### config.mk
export PLATFORM = sky130hd
export DESIGN_NAME = vissue_sched
export DESIGN_NICKNAME = d
export VERILOG_FILES = /design/src/rtl/vissue_sched_pkg.sv /design/src/rtl/vissue_sched_vticket_bitmap.sv /design/src/rtl/vissue_sched.sv
export SDC_FILE = /design/constraint.sdc
export NUM_CORES = 1
export LEC_CHECK = 0
export CORE_AREA = 10 10 78 80
export CTS_CLUSTER_DIAMETER = 60
export DETAILED_ROUTE_END_ITERATION = 8
export DIE_AREA = 0 0 88 90
export HOLD_SLACK_MARGIN = 0.1
export PLACE_DENSITY_LB_ADDON = 0.1
export SLEW_MARGIN = 20
export SYNTH_ARGS = -nofsm -noshare
export SYNTH_HDL_FRONTEND = slang
export SYNTH_SLANG_ARGS = --single-unit
export TNS_END_PERCENT = 100
### constraint.sdc
create_clock -name clk_i -period 7.9 [get_ports clk_i]
set_clock_uncertainty 0.1 [all_clocks]
set_input_delay 1.58 -clock clk_i [delete_from_list [all_inputs] [get_ports clk_i]]
set_output_delay 1.58 -clock clk_i [all_outputs]
set_load 0.05 [all_outputs]
### src/rtl/vissue_sched_pkg.sv
// Shared types and constants for the vector issue scheduler.
package vissue_sched_pkg;

  typedef enum logic {
    RUN   = 1'b0,
    DRAIN = 1'b1
  } vsched_state_t;

  localparam int unsigned RSVD_TICKET = 0;

endpackage

### src/rtl/vissue_sched_vticket_bitmap.sv
// In-flight ticket bitmap: one set port, two clear ports, alias lookup,
// population count and empty flag. Bit 0 (the reserved ticket) has no storage.
module vticket_bitmap
  import vissue_sched_pkg::*;
#(
  parameter int N = 4
) (
  input  logic         clk_i,
  input  logic         rstn_i,
  input  logic         set_en,
  input  logic [N-1:0] set_idx,
  input  logic         clr_a_en,
  input  logic [N-1:0] clr_a_idx,
  input  logic         clr_b_en,
  input  logic [N-1:0] clr_b_idx,
  input  logic [N-1:0] query_idx,
  output logic         query_hit,
  output logic         clr_a_hit,
  output logic         clr_b_hit,
  output logic [N-1:0] popcnt,
  output logic         empty
);

  localparam int DEPTH = 1 << N;

  logic [DEPTH-1:1] bits_q;
  logic [DEPTH-1:1] bits_d;
  logic [DEPTH-1:0] map_full;

  // Reserved ticket reads as never in flight, so it neither aliases nor retires.
  assign map_full  = {bits_q, 1'b0};
  assign query_hit = map_full[query_idx];
  assign clr_a_hit = map_full[clr_a_idx];
  assign clr_b_hit = map_full[clr_b_idx];
  assign empty     = ~|bits_q;

  always_comb begin
    bits_d = bits_q;
    for (int i = 1; i < DEPTH; i++) begin
      if (clr_a_en && clr_a_hit && int'(clr_a_idx) == i) bits_d[i] = 1'b0;
      if (clr_b_en && clr_b_hit && int'(clr_b_idx) == i) bits_d[i] = 1'b0;
      if (set_en && int'(set_idx) == i && int'(set_idx) != int'(RSVD_TICKET))
        bits_d[i] = 1'b1;
    end
  end

  always_comb begin
    popcnt = '0;
    for (int i = 1; i < DEPTH; i++) popcnt = popcnt + N'(bits_q[i]);
  end

  always_ff @(posedge clk_i or negedge rstn_i) begin
    if (!rstn_i) bits_q <= '0;
    else         bits_q <= bits_d;
  end

endmodule

### src/rtl/vissue_sched.sv
// Vector issue scheduler: ticket alias, memory cap and reconfigure drain gating.
// Optional stall performance counter enabled by defining VISSUE_SCHED_PERF_EN.
module vissue_sched
  import vissue_sched_pkg::*;
#(
  parameter int VECTOR_TICKET_BITS = 4,
  parameter int MAX_MEM_INFLIGHT   = 4
) (
  input  logic                          clk_i,
  input  logic                          rstn_i,
  input  logic                          cand_valid_i,
  input  logic                          cand_reconfig_i,
  input  logic                          cand_mem_i,
  input  logic [VECTOR_TICKET_BITS-1:0] cand_ticket_i,
  input  logic                          fire_i,
  input  logic                          ex_ready_i,
  input  logic                          mem_ready_i,
  output logic                          ex_ready_o,
  output logic                          mem_ready_o,
  input  logic                          ex_retire_i,
  input  logic [VECTOR_TICKET_BITS-1:0] ex_retire_ticket_i,
  input  logic                          mem_retire_i,
  input  logic [VECTOR_TICKET_BITS-1:0] mem_retire_ticket_i,
  output logic [VECTOR_TICKET_BITS-1:0] inflight_o,
  output logic                          draining_o,
  output logic                          idle_o,
  output logic                          err_o,
  output logic [31:0]                   stall_cycles_o
);

  localparam int CW = $clog2(MAX_MEM_INFLIGHT + 1);

  vsched_state_t state_q, state_d;
  logic [CW-1:0] mem_cnt_q, mem_cnt_d;
  logic          err_q;
  logic          alias_hit, ex_hit, mem_hit, empty;
  logic          set_en, mem_inc, mem_dec, block;

  assign set_en = fire_i & ~cand_reconfig_i;

  vticket_bitmap #(.N(VECTOR_TICKET_BITS)) u_bitmap (
    .clk_i     (clk_i),
    .rstn_i    (rstn_i),
    .set_en    (set_en),
    .set_idx   (cand_ticket_i),
    .clr_a_en  (ex_retire_i),
    .clr_a_idx (ex_retire_ticket_i),
    .clr_b_en  (mem_retire_i),
    .clr_b_idx (mem_retire_ticket_i),
    .query_idx (cand_ticket_i),
    .query_hit (alias_hit),
    .clr_a_hit (ex_hit),
    .clr_b_hit (mem_hit),
    .popcnt    (inflight_o),
    .empty     (empty)
  );

  assign block = alias_hit
               | (cand_mem_i && mem_cnt_q == CW'(MAX_MEM_INFLIGHT))
               | (cand_reconfig_i & ~empty)
               | (state_q == DRAIN && !empty);

  assign ex_ready_o  = ex_ready_i & ~block;
  assign mem_ready_o = mem_ready_i & ~block;
  assign draining_o  = (state_q == DRAIN);
  assign idle_o      = empty & ~cand_valid_i;
  assign err_o       = err_q;

  always_comb begin
    state_d = state_q;
    case (state_q)
      RUN:     if (cand_valid_i && cand_reconfig_i && !empty) state_d = DRAIN;
      DRAIN:   if (empty) state_d = RUN;
      default: state_d = RUN;
    endcase
  end

  // A bogus mem retire changes nothing; a real one never takes the count below 0.
  assign mem_inc   = set_en & cand_mem_i;
  assign mem_dec   = mem_retire_i & mem_hit & (mem_cnt_q != '0);
  assign mem_cnt_d = mem_cnt_q + CW'(mem_inc) - CW'(mem_dec);

  always_ff @(posedge clk_i or negedge rstn_i) begin
    if (!rstn_i) begin
      state_q   <= RUN;
      mem_cnt_q <= '0;
      err_q     <= 1'b0;
    end else begin
      state_q   <= state_d;
      mem_cnt_q <= mem_cnt_d;
      err_q     <= err_q | (ex_retire_i & ~ex_hit) | (mem_retire_i & ~mem_hit);
    end
  end

`ifdef VISSUE_SCHED_PERF_EN
  logic [31:0] stall_q;

  always_ff @(posedge clk_i or negedge rstn_i) begin
    if (!rstn_i)                                      stall_q <= '0;
    else if (cand_valid_i && block && stall_q != '1)  stall_q <= stall_q + 32'd1;
  end

  assign stall_cycles_o = stall_q;
`else
  assign stall_cycles_o = '0;
`endif

endmodule

==> results of run 1 <==
cell usage after synthesis (4+ instances only):
cell and instances:
buf_4 32, inv_1 29, dfrtp_1 20, nand2_1 15, a21oi_1 14, nor2_1 11
clkbuf_1 10, fa_1 10, mux4_2 10, nand3_1 10, a22oi_1 9, ha_1 9
o21ai_0 7, a211oi_1 6, mux2i_1 6, nand3b_1 5, nor2b_1 5, buf_2 4
nor3_1 4, nor3b_1 4, xnor2_1 4
area by class of cell:
class,instances,area (um2)
Clock buffer,4,55.1
Fill cell,426,2010
Inverter,29,109
Multi-Input combinational cell,201,1560
Sequential cell,20,500
Tap cell,54,67.6
Timing Repair Buffer,30,300
worst paths after layout:
check | slack (ns) | start | cells past startpoint | end
hold / removal | 0.40 | err_o | 2 | err_o
setup reg to reg | 4.57 | u_bitmap.bits_q[7] | 12 | mem_cnt_q[2]
hold reg to reg | 0.40 | err_o | 2 | err_o
min in group asynchronous | 1.73 | rstn_i | 1 | draining_o
setup / recovery | 1.47 | u_bitmap.bits_q[1] | 13 | inflight_o[3]
max in group asynchronous | 5.41 | rstn_i | 1 | u_bitmap.bits_q[12]
stage by stage:
step	cell area [um2]	std cells	utilization	hold WS, ns
6_report	2590	338	0.564	0.400
5_1_grt	2590	338	0.564	0.449
4_1_cts	2590	338	0.564	0.401
3_5_place_dp	2540	334	0.552	0.383
3_3_place_gp	2540	334	0.552	0.389
2_1_floorplan	2490	299	-	0.367
kinds of logic after synthesis:
kind of cell / after synthesis / synth area share
AOI/OAI and AO/OA: 51 / 0.142
xor gates and xnor gates: 4 / 0.0148
adders and majority gates: 19 / 0.132
buffers and inverters: 78 / 0.180
DFF: 20 / 0.211
muxes: 19 / 0.135
other: 1 / 0.00158
and+or+nand+nor: 76 / 0.184
critical path, stage by stage (launching register included):
cell             delay [ns]
dfrtp_1                0.42
inv_1                  0.08
ha_1                   0.28
inv_1                  0.05
fa_1                   0.50
fa_1                   0.45
fa_1                   0.49
fa_1                   0.60
inv_1                  0.06
ha_1                   0.28
a21o_1                 0.17
a21oi_1                0.16
xnor2_1                0.13
clkdlybuf4s50_1        0.82
sequential cells by signal, summed over array words and instances (netlist names):
name	count
draining_o	1
mem_cnt_q	3
u_bitmap.bits_q	15
err_o	1
routing by layer:
metal	track usage	up-vias	part of all wire
met5	0	-	0
met4	0.0266	0	0.0068
met2	0.243	107	0.48
li1	-	911	-
met1	0.213	921	0.40
met3	0.0307	4	0.11
==> summary.txt, run 1 <==
Timing
  • Final critical-path share of the clock period: 0.814
  • Final worst setup slack: 1.47 ns
  • RSZ-0062 raised after global routing: no
  • Final setup viols: 0
  • Setup TNS: 0 ns
  • Fmax: 0.156 GHz
  • Slew of the pin with the lowest slew margin: 0.918 ns
  • Max-slew violations: 0
  • Final Critical Period: 6.43 ns
  • Final Hold Violating Endpoints: 0
  • Slew headroom: 0.386

Floorplan
  • Die width: 88 um
  • DIE HEIGHT: 90 um
  • DIE AREA: 7920 um2
  • Core area: 4600 um2
  • Number of cell rows: 25
  • Initial core utilization: 0.515
  • I/O pin count: 63

Synthesis
  • Synth cell types: 50
  • Synth area leaders: dfrtp_1, buf_4, mux4_2
  • Synth async-reset ratio: 1.00
  • Number of synthesized flops with an enable pin: 0
  • Mapped Cells: 268
  • Post-Synthesis Cell Area: 2370 um2
  • Post-synth top area share: 0.211
  • Mean Syn Cell Area: 8.84 um2
  • Seq cells post-synth: 20
  • Yosys top cell by area: dfrtp_1
  • Synthesis Warnings: 0
  • Post-synthesis sequential area ratio: 0.211
  • Synth Flop Type: dfrtp_1

Place
  • Port Buffers: 30
  • GPL Wtd Cong: 0.837
  • Pre-CTS setup slack: 1.72 ns
  • Detailed Place HPWL: 4.91 mm

Layout
  • P&R area growth vs syn: 9.40%
  • Fraction of layout cells with a size suffix above 1: 0.0599
  • Number of nets in the layout: 326
  • Most frequent cells in the layout: conb_1, clkdlybuf4s50_1, inv_1, dfrtp_1, nand2_1
  • N_diodes: 0
  • Commonest non-fill, non-tap cell in the layout: conb_1

Route
  • Initial DRC count: 225
  • Number of remaining DRC errors: 0
  • Post-DRT Antenna Nets: 0
  • Drt wl/cell: 18.4 um
  • Final WL: 6.21 mm
  • Avg Vias per Cell: 5.75
  • DR pass1 iterations: 4
  • Via count: 1943

Clock network
  • Resize count post-CTS: 0
  • Num CTS Buffers: 3
  • Htree depth: 1
  • Postcts setup bufs: 0
  • CTS max path bufs: 2
  • CTS root buf: clkbuf_8
  • Clock-pin slew on the worst setup and hold paths: 0.08 ns
  • CTS tree: built
  • # hold bufs at CTS: 0
  • Worst-skew pair later-pin latency: 0.26 ns
  • CTS sink cnt: 20

GRT
  • All-Layer GR Usage: 0.155
  • Global-route wire length before repair: 10.1 mm
  • Total grt overflow: 0
  • Antenna violations before repair: 0
  • Pin count of the biggest net entering global routing: 21
  • Vias in the first global route: 1889

Worst setup path
  • Critical Path RT: 6.22 ns
  • Worst setup SP type: register
  • Critical Path AT: 4.75 ns
  • CP Capture Type: output port
  • CP max FO: 5
  • Crit path kind: reg -> out

Hold path
  • HP Class: reg -> reg

Run status
  • Status: completed

Job
  • Max-cap viol count: 0
Power of run 1 is left out: the tool's default activity adds up to more than one toggle a clock period on the data nets, which glitch-free logic cannot reach.
==> inputs of run 2 (changes only) <==
--- a/config.mk
+++ b/config.mk
@@ -5,10 +5,10 @@
 export SDC_FILE = /design/constraint.sdc
 export NUM_CORES = 1
 export LEC_CHECK = 0
-export CORE_AREA = 10 10 78 80
+export CORE_AREA = 10 10 84 86
 export CTS_CLUSTER_DIAMETER = 60
 export DETAILED_ROUTE_END_ITERATION = 8
-export DIE_AREA = 0 0 88 90
+export DIE_AREA = 0 0 94 96
 export HOLD_SLACK_MARGIN = 0.1
 export PLACE_DENSITY_LB_ADDON = 0.1
 export SLEW_MARGIN = 20
==> constraint.sdc (replaced) <==
create_clock -name clk_i -period 5.8 [get_ports clk_i]
set_clock_uncertainty 0.1 [all_clocks]
set_input_delay 1.16 -clock clk_i [delete_from_list [all_inputs] [get_ports clk_i]]
set_output_delay 1.16 -clock clk_i [all_outputs]
set_load 0.05 [all_outputs]
==> run 2 against run 1 <==
Sequential share of layout area decreased by 0.46 points. Core utilization is 7.2 points lower. Critical path depth is 3 lower. Count of clock-buffer cells in the layout is 1 lower. Wire length up 8.1%. Non-clock buffer count is 4 higher. First-iteration DRC count shrank 39%. Setup slack worse by 1.2 ns. Cell count up 6.2%. Critical path type unchanged.
==> summary.txt, run 2 (synthesis results as in run 1) <==
Clock network
  • CTS root buf: clkbuf_8
  • CTS max path bufs: 2 (unchanged)
  • Worst-skew pair later-pin latency: 0.26 ns (about the same)
  • Num CTS Buffers: 3 (unchanged)
  • CTS sink cnt: 20 (unchanged)
  • Clock-pin slew on the worst setup and hold paths: 0.08 ns (about the same)
  • Resize count post-CTS: 0 (unchanged)
  • # hold bufs at CTS: 0 (unchanged)
  • Postcts setup bufs: 0 (unchanged)
  • CTS tree: built
  • Htree depth: 1 (unchanged)

Floorplan
  • Core area: 5410 um2 (+18%)
  • DIE HEIGHT: 96 um (+6.7%)
  • Die width: 94 um (+6.8%)
  • Initial core utilization: 0.438 (-0.0769)
  • I/O pin count: 63 (unchanged)
  • DIE AREA: 9020 um2 (+14%)
  • Number of cell rows: 27 (+8.0%)

Route
  • Post-DRT Antenna Nets: 0 (unchanged)
  • Number of remaining DRC errors: 0 (unchanged)
  • Final WL: 6.71 mm (+8.1%)
  • Drt wl/cell: 18.7 um (+1.8%)
  • Avg Vias per Cell: 5.51 (-4.1%)
  • Via count: 1979 (+1.9%)
  • DR pass1 iterations: 4 (unchanged)
  • Initial DRC count: 137 (-39%)

GRT
  • Pin count of the biggest net entering global routing: 21 (unchanged)
  • Antenna violations before repair: 0 (unchanged)
  • Total grt overflow: 0 (unchanged)
  • All-Layer GR Usage: 0.147 (-0.00726)
  • Global-route wire length before repair: 10.4 mm (+3.4%)
  • Vias in the first global route: 1947 (+3.1%)

Timing
  • Fmax: 0.181 GHz
  • Final Hold Violating Endpoints: 0 (unchanged)
  • Final setup viols: 0 (unchanged)
  • RSZ-0062 raised after global routing: no
  • Final critical-path share of the clock period: 0.951
  • Max-slew violations: 0 (unchanged)
  • Slew of the pin with the lowest slew margin: 0.719 ns (-0.199 ns)
  • Setup TNS: 0 ns (unchanged)
  • Slew headroom: 0.519 (+0.133)
  • Final Critical Period: 5.52 ns

Worst setup path
  • Worst setup SP type: register
  • Critical-path top delay cell: clkdlybuf4s50_1
  • R2R cell count: 13 (+1)
  • Worst flop-to-flop path endpoint: mem_cnt_q[2]
  • Crit path kind: reg -> out
  • Critical Path AT: 4.26 ns (-0.49 ns)
  • Slowest stage delay, CP: 0.79 ns (-0.03 ns)
  • CP Capture Type: output port
  • R2R Setup Slk: 3.00 ns (-1.57 ns)
  • RR Startpoint: u_bitmap.bits_q[7]
  • Critical Path RT: 4.54 ns (-1.68 ns)
  • CP max FO: 5 (unchanged)
  • Critical Path Most Common Cell: fa_1
  • CP Cell Sequence: inv_1 -> ha_1 -> inv_1 -> fa_1 -> fa_1 -> fa_1 -> fa_1 -> inv_1 -> ha_1 -> clkdlybuf4s50_1

Hold path
  • Worst Min Path Start: mem_cnt_q[2]
  • Worst hold stages: 1 (-1)
  • HP Class: reg -> reg
  • Worst Hold End: mem_cnt_q[2]

Layout
  • Register area: 500 um2 (unchanged)
  • N_diodes: 0 (unchanged)
  • Number of nets in the layout: 330 (+1.2%)
  • Commonest non-fill, non-tap cell in the layout: conb_1
  • P&R area growth vs syn: 12.1%
  • Final instance area: 2660 um2 (+2.5%)
  • Biggest regs: u_bitmap.bits_q (15), mem_cnt_q (3)
  • Area of the multi-input gates: 1560 um2 (unchanged)
  • Fill cell count: 565 (+33%)
  • Most frequent cells in the layout: conb_1, inv_1, clkdlybuf4s50_1, dfrtp_1, nand2_1
  • Fraction of layout cells with a size suffix above 1: 0.0836 (+0.0238)
  • Max reg flops: 15 (unchanged)
  • Top reg by flops: u_bitmap.bits_q

Place
  • Detailed Place HPWL: 5.25 mm (+6.8%)
  • Post-Place Cell Area: 2620 um2 (+3.3%)
  • GPL Wtd Cong: 0.832 (-0.56%)
  • Port Buffers: 30 (unchanged)

Run status
  • Status: completed

Job
  • Max-cap viol count: 0 (unchanged)
run 2: worst max-delay path: cells and delay by family (launching register included):
kind	cells	cell delay, ns
adder cells (fa/ha/maj)	6	2.61
buffers and inverters	4	0.96
flip-flops	1	0.43
run 2: worst max path at each step:
stage / from / to / slack (ns) / depth (start not counted)
floorplan: u_bitmap.bits_q[2] / inflight_o[2] / 0.33 / 12
global placement: u_bitmap.bits_q[2] / inflight_o[0] / 0.56 / 10
detailed placement: u_bitmap.bits_q[2] / inflight_o[0] / 0.54 / 10
CTS: u_bitmap.bits_q[2] / inflight_o[0] / 0.25 / 10
global route: u_bitmap.bits_q[2] / inflight_o[0] / 0.11 / 10
finish: u_bitmap.bits_q[2] / inflight_o[0] / 0.28 / 10
run 2: final cells by class:
| type | instances | share of cell area |
|---|---|---|
| clock buffer | 3 | 0.0155 |
| inverter | 29 | 0.0410 |
| multi-input combinational | 201 | 0.587 |
| sequential | 20 | 0.188 |
| tap | 72 | 0.0339 |
| timing repair buffer | 34 | 0.134 |
run 2: metal layers:
metal | global-route usage | share of wire | up-vias
met4 | 0.0418 | 0.011 | 0
met2 | 0.236 | 0.48 | 89
met3 | 0.0389 | 0.098 | 8
li1 | - | - | 918
met1 | 0.192 | 0.41 | 964
met5 | 0 | 0 | -
run 2: per-stage QoR:
step / setup WS, ns / hold WS (ns) / cells / utilization
after global placement: 0.558 / 0.386 / 356 / 0.485
after floorplan: 0.332 / 0.367 / 299 / -
after detailed placement: 0.544 / 0.390 / 356 / 0.485
after CTS: 0.250 / 0.402 / 359 / 0.492
final: 0.282 / 0.398 / 359 / 0.491
after global routing: 0.108 / 0.433 / 359 / 0.491
Power of run 2 is left out for the same reason.
